<file path="config.mk">
export PLATFORM = sky130hd
export DESIGN_NAME = data_wbuf_flat
export DESIGN_NICKNAME = d
export VERILOG_FILES = /design/src/rtl/data_wbuf_if.sv /design/src/rtl/data_wbuf.sv /design/src/flat_wrapper.sv
export SDC_FILE = /design/constraint.sdc
export NUM_CORES = 1
export LEC_CHECK = 0
export BUFFER_PORTS_ARGS = -buffer_cell sky130_fd_sc_hd__buf_4
export CAP_MARGIN = 0
export CORE_MARGIN = 10
export CORE_UTILIZATION = 52
export DETAILED_ROUTE_END_ITERATION = 8
export PLACE_DENSITY_LB_ADDON = 0.2
export SLEW_MARGIN = 30
export SYNTH_ARGS = -nofsm -noshare
export SYNTH_HDL_FRONTEND = slang
export SYNTH_SLANG_ARGS = --single-unit
export TNS_END_PERCENT = 30
</file>
<file path="constraint.sdc">
create_clock -name aclk -period 3.7 [get_ports aclk]
set_input_delay 0.74 -clock aclk [delete_from_list [all_inputs] [get_ports aclk]]
set_output_delay 0.74 -clock aclk [all_outputs]
set_load 0.05 [all_outputs]
</file>
<file path="src/rtl/data_wbuf_if.sv">
// Core-side request port and bridge-side data port of the posted-store write buffer.
// The environment (core + bridge) uses the master view; the buffer uses the slave view.
interface data_wbuf_if;
    logic        cpu_req;
    logic        cpu_wr;
    logic [1:0]  cpu_size;
    logic [3:0]  cpu_wstrb;
    logic [31:0] cpu_addr;
    logic [31:0] cpu_wdata;
    logic        cpu_addr_ok;
    logic        cpu_data_ok;
    logic [31:0] cpu_rdata;
    logic        mem_req;
    logic        mem_wr;
    logic [1:0]  mem_size;
    logic [3:0]  mem_wstrb;
    logic [31:0] mem_addr;
    logic [31:0] mem_wdata;
    logic        mem_addr_ok;
    logic        mem_data_ok;
    logic [31:0] mem_rdata;

    modport master (
        output cpu_req, cpu_wr, cpu_size, cpu_wstrb, cpu_addr, cpu_wdata,
        input  cpu_addr_ok, cpu_data_ok, cpu_rdata,
        input  mem_req, mem_wr, mem_size, mem_wstrb, mem_addr, mem_wdata,
        output mem_addr_ok, mem_data_ok, mem_rdata
    );

    modport slave (
        input  cpu_req, cpu_wr, cpu_size, cpu_wstrb, cpu_addr, cpu_wdata,
        output cpu_addr_ok, cpu_data_ok, cpu_rdata,
        output mem_req, mem_wr, mem_size, mem_wstrb, mem_addr, mem_wdata,
        input  mem_addr_ok, mem_data_ok, mem_rdata
    );
endinterface

</file>
<file path="src/rtl/data_wbuf.sv">
// Posted-store write buffer: stores are queued and acknowledged the next cycle, loads
// bypass unless they hit a buffered word, and at most one bridge transaction is in flight.
module data_wbuf #(
    parameter int DEPTH = 4,
    parameter int PTR_W = 2
) (
    input  logic       aclk,
    input  logic       aresetn,
    data_wbuf_if.slave bus,
    output logic       wbuf_empty
);

    typedef enum logic [1:0] {
        S_IDLE    = 2'd0,
        S_WAIT_LD = 2'd1,
        S_WAIT_ST = 2'd2
    } state_e;

    state_e         state_q, state_d;
    logic [PTR_W:0] head_q, head_d, tail_q, tail_d;
    logic           st_ack_q, st_ack_d;

    logic [31:0] addr_q  [DEPTH];
    logic [1:0]  size_q  [DEPTH];
    logic [3:0]  wstrb_q [DEPTH];
    logic [31:0] wdata_q [DEPTH];

    logic [PTR_W-1:0] head_idx_s, tail_idx_s;
    logic [PTR_W:0]   count_s;
    logic             empty_s, full_s, hit_s;
    logic             st_acc_s, ld_elig_s, drain_s, push_s, pop_s;

    assign head_idx_s = head_q[PTR_W-1:0];
    assign tail_idx_s = tail_q[PTR_W-1:0];
    assign count_s    = tail_q - head_q;
    assign empty_s    = (head_q == tail_q);
    assign full_s     = (head_q[PTR_W] != tail_q[PTR_W]) && (head_idx_s == tail_idx_s);

    // Word-address hazard against entries that are still queued (registered state only)
    always_comb begin
        logic [PTR_W-1:0] off_v;
        off_v = '0;
        hit_s = 1'b0;
        for (int i = 0; i < DEPTH; i++) begin
            off_v = PTR_W'(i) - head_idx_s;
            if (({1'b0, off_v} < count_s) && (addr_q[i][31:2] == bus.cpu_addr[31:2])) begin
                hit_s = 1'b1;
            end else begin
                hit_s = hit_s;
            end
        end
    end

    // Request classification; everything is gated while reset is asserted
    always_comb begin
        st_acc_s  = aresetn & bus.cpu_req & bus.cpu_wr & ~full_s & (state_q != S_WAIT_LD);
        ld_elig_s = aresetn & bus.cpu_req & ~bus.cpu_wr & (state_q == S_IDLE) & ~hit_s & ~st_ack_q;
        drain_s   = aresetn & (state_q == S_IDLE) & ~ld_elig_s & ~empty_s;
        push_s    = st_acc_s;
        pop_s     = drain_s & bus.mem_addr_ok;
    end

    // Pointer and store-ack next-state
    always_comb begin
        head_d   = head_q;
        tail_d   = tail_q;
        st_ack_d = push_s;
        if (pop_s) begin
            head_d = head_q + {{PTR_W{1'b0}}, 1'b1};
        end else begin
            head_d = head_q;
        end
        if (push_s) begin
            tail_d = tail_q + {{PTR_W{1'b0}}, 1'b1};
        end else begin
            tail_d = tail_q;
        end
    end

    // Pointer and store-ack registers
    always_ff @(posedge aclk) begin
        if (!aresetn) begin
            head_q   <= '0;
            tail_q   <= '0;
            st_ack_q <= 1'b0;
        end else begin
            head_q   <= head_d;
            tail_q   <= tail_d;
            st_ack_q <= st_ack_d;
        end
    end

    // Entry payload; validity comes purely from the pointers, so no reset is needed
    always_ff @(posedge aclk) begin
        if (push_s) begin
            addr_q[tail_idx_s]  <= bus.cpu_addr;
            size_q[tail_idx_s]  <= bus.cpu_size;
            wstrb_q[tail_idx_s] <= bus.cpu_wstrb;
            wdata_q[tail_idx_s] <= bus.cpu_wdata;
        end
    end

    // Downstream FSM state register
    always_ff @(posedge aclk) begin
        if (!aresetn) begin
            state_q <= S_IDLE;
        end else begin
            state_q <= state_d;
        end
    end

    // Downstream FSM next state
    always_comb begin
        state_d = state_q;
        case (state_q)
            S_IDLE: begin
                if (ld_elig_s && bus.mem_addr_ok) begin
                    state_d = S_WAIT_LD;
                end else if (pop_s) begin
                    state_d = S_WAIT_ST;
                end else begin
                    state_d = S_IDLE;
                end
            end
            S_WAIT_LD, S_WAIT_ST: begin
                if (bus.mem_data_ok) begin
                    state_d = S_IDLE;
                end else begin
                    state_d = state_q;
                end
            end
            default: state_d = S_IDLE;
        endcase
    end

    // Downstream FSM outputs: an eligible load wins over draining the head
    always_comb begin
        bus.mem_req     = 1'b0;
        bus.mem_wr      = 1'b0;
        bus.mem_size    = size_q[head_idx_s];
        bus.mem_wstrb   = wstrb_q[head_idx_s];
        bus.mem_addr    = addr_q[head_idx_s];
        bus.mem_wdata   = wdata_q[head_idx_s];
        bus.cpu_addr_ok = st_acc_s | (ld_elig_s & bus.mem_addr_ok);
        bus.cpu_data_ok = aresetn & (st_ack_q | ((state_q == S_WAIT_LD) & bus.mem_data_ok));
        bus.cpu_rdata   = bus.mem_rdata;
        wbuf_empty      = ~aresetn | (empty_s & (state_q != S_WAIT_ST));
        if (ld_elig_s) begin
            bus.mem_req   = 1'b1;
            bus.mem_wr    = 1'b0;
            bus.mem_size  = bus.cpu_size;
            bus.mem_wstrb = bus.cpu_wstrb;
            bus.mem_addr  = bus.cpu_addr;
            bus.mem_wdata = bus.cpu_wdata;
        end else if (drain_s) begin
            bus.mem_req = 1'b1;
            bus.mem_wr  = 1'b1;
        end else begin
            bus.mem_req = 1'b0;
        end
    end

endmodule

</file>
<file path="src/flat_wrapper.sv">
// flat-port wrapper written by rule: the top's interface ports become plain ports
module data_wbuf_flat 
#(
    parameter int DEPTH = 4,
    parameter int PTR_W = 2
)
  (aclk, aresetn, wbuf_empty, bus_cpu_req, bus_cpu_wr, bus_cpu_size, bus_cpu_wstrb, bus_cpu_addr, bus_cpu_wdata, bus_cpu_addr_ok, bus_cpu_data_ok, bus_cpu_rdata, bus_mem_req, bus_mem_wr, bus_mem_size, bus_mem_wstrb, bus_mem_addr, bus_mem_wdata, bus_mem_addr_ok, bus_mem_data_ok, bus_mem_rdata);
  data_wbuf_if bus_i ();
  input  logic aclk;
  input  logic aresetn;
  output logic wbuf_empty;
  input wire logic [$bits(bus_i.cpu_req)-1:0] bus_cpu_req;
  input wire logic [$bits(bus_i.cpu_wr)-1:0] bus_cpu_wr;
  input wire logic [$bits(bus_i.cpu_size)-1:0] bus_cpu_size;
  input wire logic [$bits(bus_i.cpu_wstrb)-1:0] bus_cpu_wstrb;
  input wire logic [$bits(bus_i.cpu_addr)-1:0] bus_cpu_addr;
  input wire logic [$bits(bus_i.cpu_wdata)-1:0] bus_cpu_wdata;
  output wire logic [$bits(bus_i.cpu_addr_ok)-1:0] bus_cpu_addr_ok;
  output wire logic [$bits(bus_i.cpu_data_ok)-1:0] bus_cpu_data_ok;
  output wire logic [$bits(bus_i.cpu_rdata)-1:0] bus_cpu_rdata;
  output wire logic [$bits(bus_i.mem_req)-1:0] bus_mem_req;
  output wire logic [$bits(bus_i.mem_wr)-1:0] bus_mem_wr;
  output wire logic [$bits(bus_i.mem_size)-1:0] bus_mem_size;
  output wire logic [$bits(bus_i.mem_wstrb)-1:0] bus_mem_wstrb;
  output wire logic [$bits(bus_i.mem_addr)-1:0] bus_mem_addr;
  output wire logic [$bits(bus_i.mem_wdata)-1:0] bus_mem_wdata;
  input wire logic [$bits(bus_i.mem_addr_ok)-1:0] bus_mem_addr_ok;
  input wire logic [$bits(bus_i.mem_data_ok)-1:0] bus_mem_data_ok;
  input wire logic [$bits(bus_i.mem_rdata)-1:0] bus_mem_rdata;
  assign bus_i.cpu_req = bus_cpu_req;
  assign bus_i.cpu_wr = bus_cpu_wr;
  assign bus_i.cpu_size = bus_cpu_size;
  assign bus_i.cpu_wstrb = bus_cpu_wstrb;
  assign bus_i.cpu_addr = bus_cpu_addr;
  assign bus_i.cpu_wdata = bus_cpu_wdata;
  assign bus_cpu_addr_ok = bus_i.cpu_addr_ok;
  assign bus_cpu_data_ok = bus_i.cpu_data_ok;
  assign bus_cpu_rdata = bus_i.cpu_rdata;
  assign bus_mem_req = bus_i.mem_req;
  assign bus_mem_wr = bus_i.mem_wr;
  assign bus_mem_size = bus_i.mem_size;
  assign bus_mem_wstrb = bus_i.mem_wstrb;
  assign bus_mem_addr = bus_i.mem_addr;
  assign bus_mem_wdata = bus_i.mem_wdata;
  assign bus_i.mem_addr_ok = bus_mem_addr_ok;
  assign bus_i.mem_data_ok = bus_mem_data_ok;
  assign bus_i.mem_rdata = bus_mem_rdata;
  data_wbuf #(.DEPTH(DEPTH), .PTR_W(PTR_W)) u_core (.aclk(aclk), .aresetn(aresetn), .bus(bus_i), .wbuf_empty(wbuf_empty));
endmodule
</file>
# Word-level counts from Yosys, hierarchy flattened

Memories as Yosys holds them, arrays and structs flattened. A register that Yosys moved wholly into a read port is not among the register bits.
Index checks and enable logic that the tools add are counted.

Bitwise gates (word level): 26
Equal/unequal tests: 12
Multiplexer cells: 25
Reductions and logical operators: 8
Add/subtract/negate cells: 7
Magnitude comparators: 4

Operators by type and width:

| operator            | number |
|---|---|
| $eq 30x30->1        | 4 |
| $mux 32             | 2 |
| $mux 2              | 12 |
| $and 1x1->1         | 16 |
| $lt 2x3->1          | 4 |
| $mux 1              | 9 |
| $not 1->1           | 7 |
| $add 3x1->3 const B | 2 |
| $logic_and 1x1->1   | 6 |
| $mux 4              | 1 |
| $ne 2x2->1 const B  | 2 |
| $pmux 2 s2          | 1 |
| $sub 1x2->2 const A | 2 |
| $sub 2x2->2 const A | 2 |
| $eq 3x3->1          | 1 |
| $or 1x1->1          | 3 |
| $sub 3x3->3         | 1 |
| $eq 2x1->1 const B  | 1 |
| $eq 2x2->1          | 1 |
| $eq 2x2->1 const B  | 1 |
| $logic_not 2->1     | 1 |
| $ne 2x1->1 const B  | 1 |
| $reduce_or 2->1     | 1 |
| $ne 1x1->1          | 1 |

Memory bits (writable): 280
Logic and storage cells: 90
Memories: 4
Output and inout port bits: 107
Register bits: 9

Memory list:

| name           | words | width | rd ports | clocked after memory_dff | write ports | RTL line        | text |
|---|---|---|---|---|---|---|---|
| u_core.addr_q  | 4     | 32    | 5        | 1                        | 1           | data_wbuf.sv:23 | `logic [31:0] addr_q [DEPTH];` |
| u_core.wdata_q | 4     | 32    | 1        | 1                        | 1           | data_wbuf.sv:26 | `logic [31:0] wdata_q [DEPTH];` |
| u_core.wstrb_q | 4     | 4     | 1        | 1                        | 1           | data_wbuf.sv:25 | `logic [3:0] wstrb_q [DEPTH];` |
| u_core.size_q  | 4     | 2     | 1        | 1                        | 1           | data_wbuf.sv:24 | `logic [1:0] size_q [DEPTH];` |

# Depth between registers and ports, before layout

Word-level depth: 17
Depth in mapped cells: 13

# Worst setup path after synthesis

No wires, ideal clock.

Path kind: input to register
Start: input aresetn
End: memory u_core.addr_q[3][0] (enable)
Path buffers: 1
Arrival: 3,109 ps
Slack: 154 ps
Cell stages on the path: 4
Cell sequence: and2_1 > nor4bb_1 > clkbuf_1 > and2_1

Longest elaborated chain between the ends: 6

Ends and longest elaborated chain:

| what                         | RTL line           | text |
|---|---|---|
| start, declared              | flat_wrapper.sv:10 | `input logic aresetn;` |
| $and 1x1->1 (4 in series)    | data_wbuf.sv:56    | `st_acc_s = aresetn & bus.cpu_req & bus.cpu_wr & ~full_s & (state_q != S_WAIT_LD);` |
| $mux 1                       | data_wbuf.sv:95    | `if (push_s) begin` |
| $mux 1 (not written as such) | data_wbuf.sv:96    | `addr_q[tail_idx_s] <= bus.cpu_addr;` |
| end, declared                | data_wbuf.sv:23    |  |

No other way between the ends.

# Final worst setup path

Start: register u_core.tail_q[0]
End: output bus_mem_addr[29]

Longest elaborated chain between the ends: 11
Elaborated cells on any way between the ends: 17
Classes of those cells: add/sub (1); order compare (4); mux (5); bitwise (3); reduce/logical (4)

Ends and longest elaborated chain:

| what                        | RTL line           | text |
|---|---|---|
| start, declared             | data_wbuf.sv:20    | `logic [PTR_W:0] head_q, head_d, tail_q, tail_d;` |
| start signal, assigned      | data_wbuf.sv:88    | `tail_q <= tail_d;` |
| $sub 3x3->3 *               | data_wbuf.sv:35    | `assign count_s = tail_q - head_q;` |
| $lt 2x3->1                  | data_wbuf.sv:46    | `if (({1'b0, off_v} < count_s) && (addr_q[i][31:2] == bus.cpu_addr[31:2])) begin` |
| $logic_and 1x1->1           | data_wbuf.sv:46    |  |
| $mux 1 (3 in series)        | data_wbuf.sv:46    |  |
| $mux 1 *                    | data_wbuf.sv:46    |  |
| $not 1->1 *                 | data_wbuf.sv:57    | `ld_elig_s = aresetn & bus.cpu_req & ~bus.cpu_wr & (state_q == S_IDLE) & ~hit_s & ~st_ack_q;` |
| $and 1x1->1 * (2 in series) | data_wbuf.sv:57    |  |
| $mux 32 *                   | data_wbuf.sv:148   | `if (ld_elig_s) begin` |
| end, declared               | flat_wrapper.sv:25 | `output wire logic [$bits(bus_i.mem_addr)-1:0] bus_mem_addr;` |

Mark *: on every way between the ends. The rest lies on a longest branch, timed or not.

==> flow_metrics.py <==
metrics = {
    "status": {
        "outcome": "complete, but fails checks",
        "failed_checks": "setup timing",
    },
    "detailed_routing": {
        "avgViaCountPerCell": 5.699,
        "finalWirelength_mm": 33.03,
        "ant_nets": 0,
        "dr.pass1.iters": 5,
        "wl_per_cell_um": 25.27,
        "drt_iter0_drc": 573,
        "vias": 7448,
        "route.detailed.drc": 0,
    },
    "critical_path": {
        "ff2ff_setup_slack_ps": 800,
        "required_ps": 2960,
        "rr_worst_depth": 14,
        "cp-end-kind": "output pin",
        "cp.arrival_ps": 3520,
        "cpMaxStageDelayCell": "fa_1",
        "r2r-end": "u_core.head_q[2]$_SDFFE_PN0P_",
        "crit_fanout": 6,
        "cp_cell_sequence": "inv_2 -> ha_4 -> inv_2 -> fa_1 -> inv_2 -> ha_4 -> nor2b_4 -> o21ai_2 -> nand3_2 -> and4_4 -> nand2_8 -> buf_12 -> buf_12 -> buf_12 -> mux2_4 -> buf_8",
        "critPathMaxStageDelay_ps": 490,
        "critPathLaunchType": "flip-flop",
        "rr_startpoint": "u_core.tail_q[0]$_SDFFE_PN0P_",
        "criticalPathCategory": "flip-flop to output pin",
    },
    "synth": {
        "synthTopCellsByArea": "edfxtp_1 61%, mux4_2 11%, xnor2_1 7.7%",
        "syn-instance-count": 766,
        "synth_edf_count": 280,
        "synth_ff_type": "edfxtp_1",
        "ys_async_sr_fraction_pct": 0,
        "synth_common_cells": "280 x edfxtp_1, 122 x xnor2_1, 70 x mux4_2, 69 x mux2_4, 32 x buf_4",
        "synth_top_cell_by_area": "edfxtp_1",
        "synth_area_mm2": 0.01384,
        "synth_most_common_cell": "edfxtp_1",
        "synth.distinct_cells": 38,
        "synth_warnings": 0,
        "synth-seq-area-share_pct": 62.35,
        "synth_top_area_share_pct": 60.76,
        "syn_nets": 891,
        "synth-seq-cells": 291,
        "syn_area_per_cell_um2": 18.07,
    },
    "cells_and_area": {
        "syn2layout_area_growth_pct": 22.59,
        "area.sequential_mm2": 0.008638,
        "fin_area_mm2": 0.01696,
        "fillers": 1823,
        "multiInputGateArea_mm2": 0.004669,
        "final_cells": 1307,
        "layout-drive-gt1-share_pct": 46.60,
        "diodes": 0,
        "fin_util_pct": 64.91,
        "nets": 1082,
    },
    "pwr": {
        "powerDensity_mw_per_mm2": 455.1,
        "power_switching_mw": 1.895,
        "power_frac_comb_pct": 16.7,
        "switching_share_pct": 24.54,
        "ir_drop_mv": 0.3368,
        "p_seq_share_pct": 47.8,
        "p_int_mw": 5.825,
        "clkPwrFrac_pct": 35.5,
        "p_leak_nw": 6.041,
    },
    "placement": {
        "numPortBuffers": 150,
        "hpwlAfterDp_mm": 22.14,
        "place_congestion": 0.8594,
        "place_area_mm2": 0.01548,
        "placedCellCount": 1240,
        "dpl_worst_slack_ps": -263.6,
    },
    "floorplan": {
        "die_w_um": 183.1,
        "start_util_pct": 52.95,
        "die_h_um": 183.1,
        "dieArea_mm2": 0.03354,
        "rows": 59,
        "core_area_mm2": 0.02613,
        "ioPinCount": 215,
    },
    "timing": {
        "rsz0062_at_grt": "true",
        "timing.final.max_slew_violations": 0,
        "setup_viol": 73,
        "setup_slack_ps": -557.7,
        "finClkSkew_ps": 5.765,
        "finalHoldViolations": 0,
        "slew_headroom_pct": 59.09,
        "whs_ps": 411.1,
        "period_share_pct": 115.1,
        "period_minus_slack_ps": 4258,
        "max_freq_mhz": 234.9,
        "worstMarginPinSlew_ps": 613.7,
    },
    "hold_path": {
        "hold-path-cell-count": 1,
        "hold_class": "input pin to flip-flop",
        "hold_end": "u_core.wdata_q[3][13]$_DFFE_PP_",
        "hp-start": "bus_cpu_wdata[13]",
    },
    "cts": {
        "clk_latency_ps": 540,
        "cts_made_buffers": 31,
        "cts_max_level": 1,
        "cts_tree": "done",
        "root_buffer": "clkbuf_16",
        "cts.sinks": 291,
        "clk_pin_slew_worst_paths_ps": 60,
        "clockBufferDepth": 3,
    },
    "run": {
        "cap_violations": 0,
    },
    "global_routing": {
        "grt_first_pass_wirelength_mm": 49.80,
        "grt_pass1_vias": 8139,
        "antenna_found_initial": 0,
        "grt_usage_pct": 19.34,
        "grt_max_degree": 37,
        "gr-total-overflow": 0,
    },
}
[repair_timing]
action | in CTS | in global routing
gates cloned | 4 | 0
resized for setup | 89 | 10
hold buffers | 0 | 0
endpoints found under the hold margin | 0 | 0
endpoints found under the setup margin | 73 | 73
pin swaps | 8 | 6
buffers inserted | 15 | 3
[cell usage in the layout (no fill, tap or decap), types with 5 or more instances in the layout]
| cell | count |
|---|---|
| edfxtp_1 | 280 |
| buf_4 | 167 |
| xnor2_1 | 122 |
| mux4_2 | 70 |
| mux2_4 | 70 |
| buf_6 | 51 |
| clkbuf_16 | 31 |
| nand4_1 | 29 |
| buf_12 | 15 |
| ha_1 | 13 |
| nand2_1 | 11 |
| buf_8 | 10 |
| nor4_1 | 8 |
| clkbuf_1 | 8 |
| dfxtp_1 | 7 |
| inv_1 | 6 |
| nand3_2 | 5 |
| mux2i_1 | 5 |
| clkinv_1 | 5 |
[power groups by stage]
stage	clock network, mW	registers (mW)	logic [mW]
floorplan	0	3.74	0.906
global placement	0	3.75	1.15
detailed placement	0	3.76	1.17
CTS	2.80	3.69	1.29
global route	2.92	3.69	1.36
finish	2.74	3.69	1.29
[state kept, by name, summed over array words and instances, names as in the netlist, named ones only]
name	cells
u_core.tail_q	3
u_core.wdata_q	128
u_core.addr_q	128
u_core.st_ack_q	1
u_core.state_q	2
u_core.size_q	8
u_core.head_q	3
u_core.wstrb_q	16
[layer usage]
| metal | part of all wire [%] | up-vias | GRT usage (%) | routed length [um] |
|---|---|---|---|---|
| li1 | - | 3298 | - | - |
| met1 | 42 | 3827 | 25.47 | 13710 |
| met4 | 2.2 | 0 | 5.574 | 727 |
| met3 | 7.3 | 53 | 4.704 | 2415 |
| met2 | 49 | 270 | 31.38 | 16170 |
| met5 | 0 | - | 0 | 0 |
[logic make-up (layout without fill, tap and decap cells)]
| logic type | after synthesis | count (layout) | synth area share, % |
|---|---|---|---|
| flip-flops | 291 | 291 | 62.35 |
| multiplexers | 145 | 145 | 19.32 |
| XOR/XNOR | 124 | 124 | 7.957 |
| buffers and inverters | 96 | 302 | 4.665 |
| AND/OR/NAND/NOR | 80 | 80 | 3.454 |
| adder cells (fa/ha/maj) | 17 | 17 | 1.591 |
| AO/OA/AOI/OAI | 13 | 13 | 0.6600 |
[through the flow]
step,setup TNS (ps),power [mW]
finish,-33800,7.720
global route,-41710,7.972
detailed placement,-15380,4.926
global placement,-12560,4.906
floorplan,0,4.642
CTS,-37670,7.778
[final cells by class]
class / instances / area share [%]
clock inverters: 9 / 0.3762
flip-flops and latches: 291 / 50.92
multi-input cells: 379 / 27.53
well taps: 335 / 2.471
inverters: 9 / 0.1991
clock buffers: 39 / 4.750
repair buffers: 245 / 13.76
[worst max-delay path, delay by kind of cell, from the launching register on]
| family | cells | cell delay (ps) |
|---|---|---|
| fa+ha+maj | 3 | 890 |
| buf+inv | 7 | 740 |
| simple gates | 4 | 630 |
| flops | 1 | 320 |
| mux | 1 | 320 |
| compound gates | 1 | 70 |
[worst max path at each step]
| stage | start | end | cells past startpoint |
|---|---|---|---|
| detailed placement | bus_cpu_addr[7] | bus_mem_wdata[17] | 11 |
| global route | u_core.tail_q[0]$_SDFFE_PN0P_ | bus_mem_addr[29] | 16 |
| global placement | bus_cpu_addr[7] | bus_mem_wdata[10] | 11 |
| finish | u_core.tail_q[0]$_SDFFE_PN0P_ | bus_mem_addr[29] | 16 |
| CTS | u_core.tail_q[0]$_SDFFE_PN0P_ | bus_mem_addr[29] | 16 |
| floorplan | aresetn | u_core.addr_q[3][0]$_DFFE_PP_ | 4 |
(Power assumes the default switching activity.)
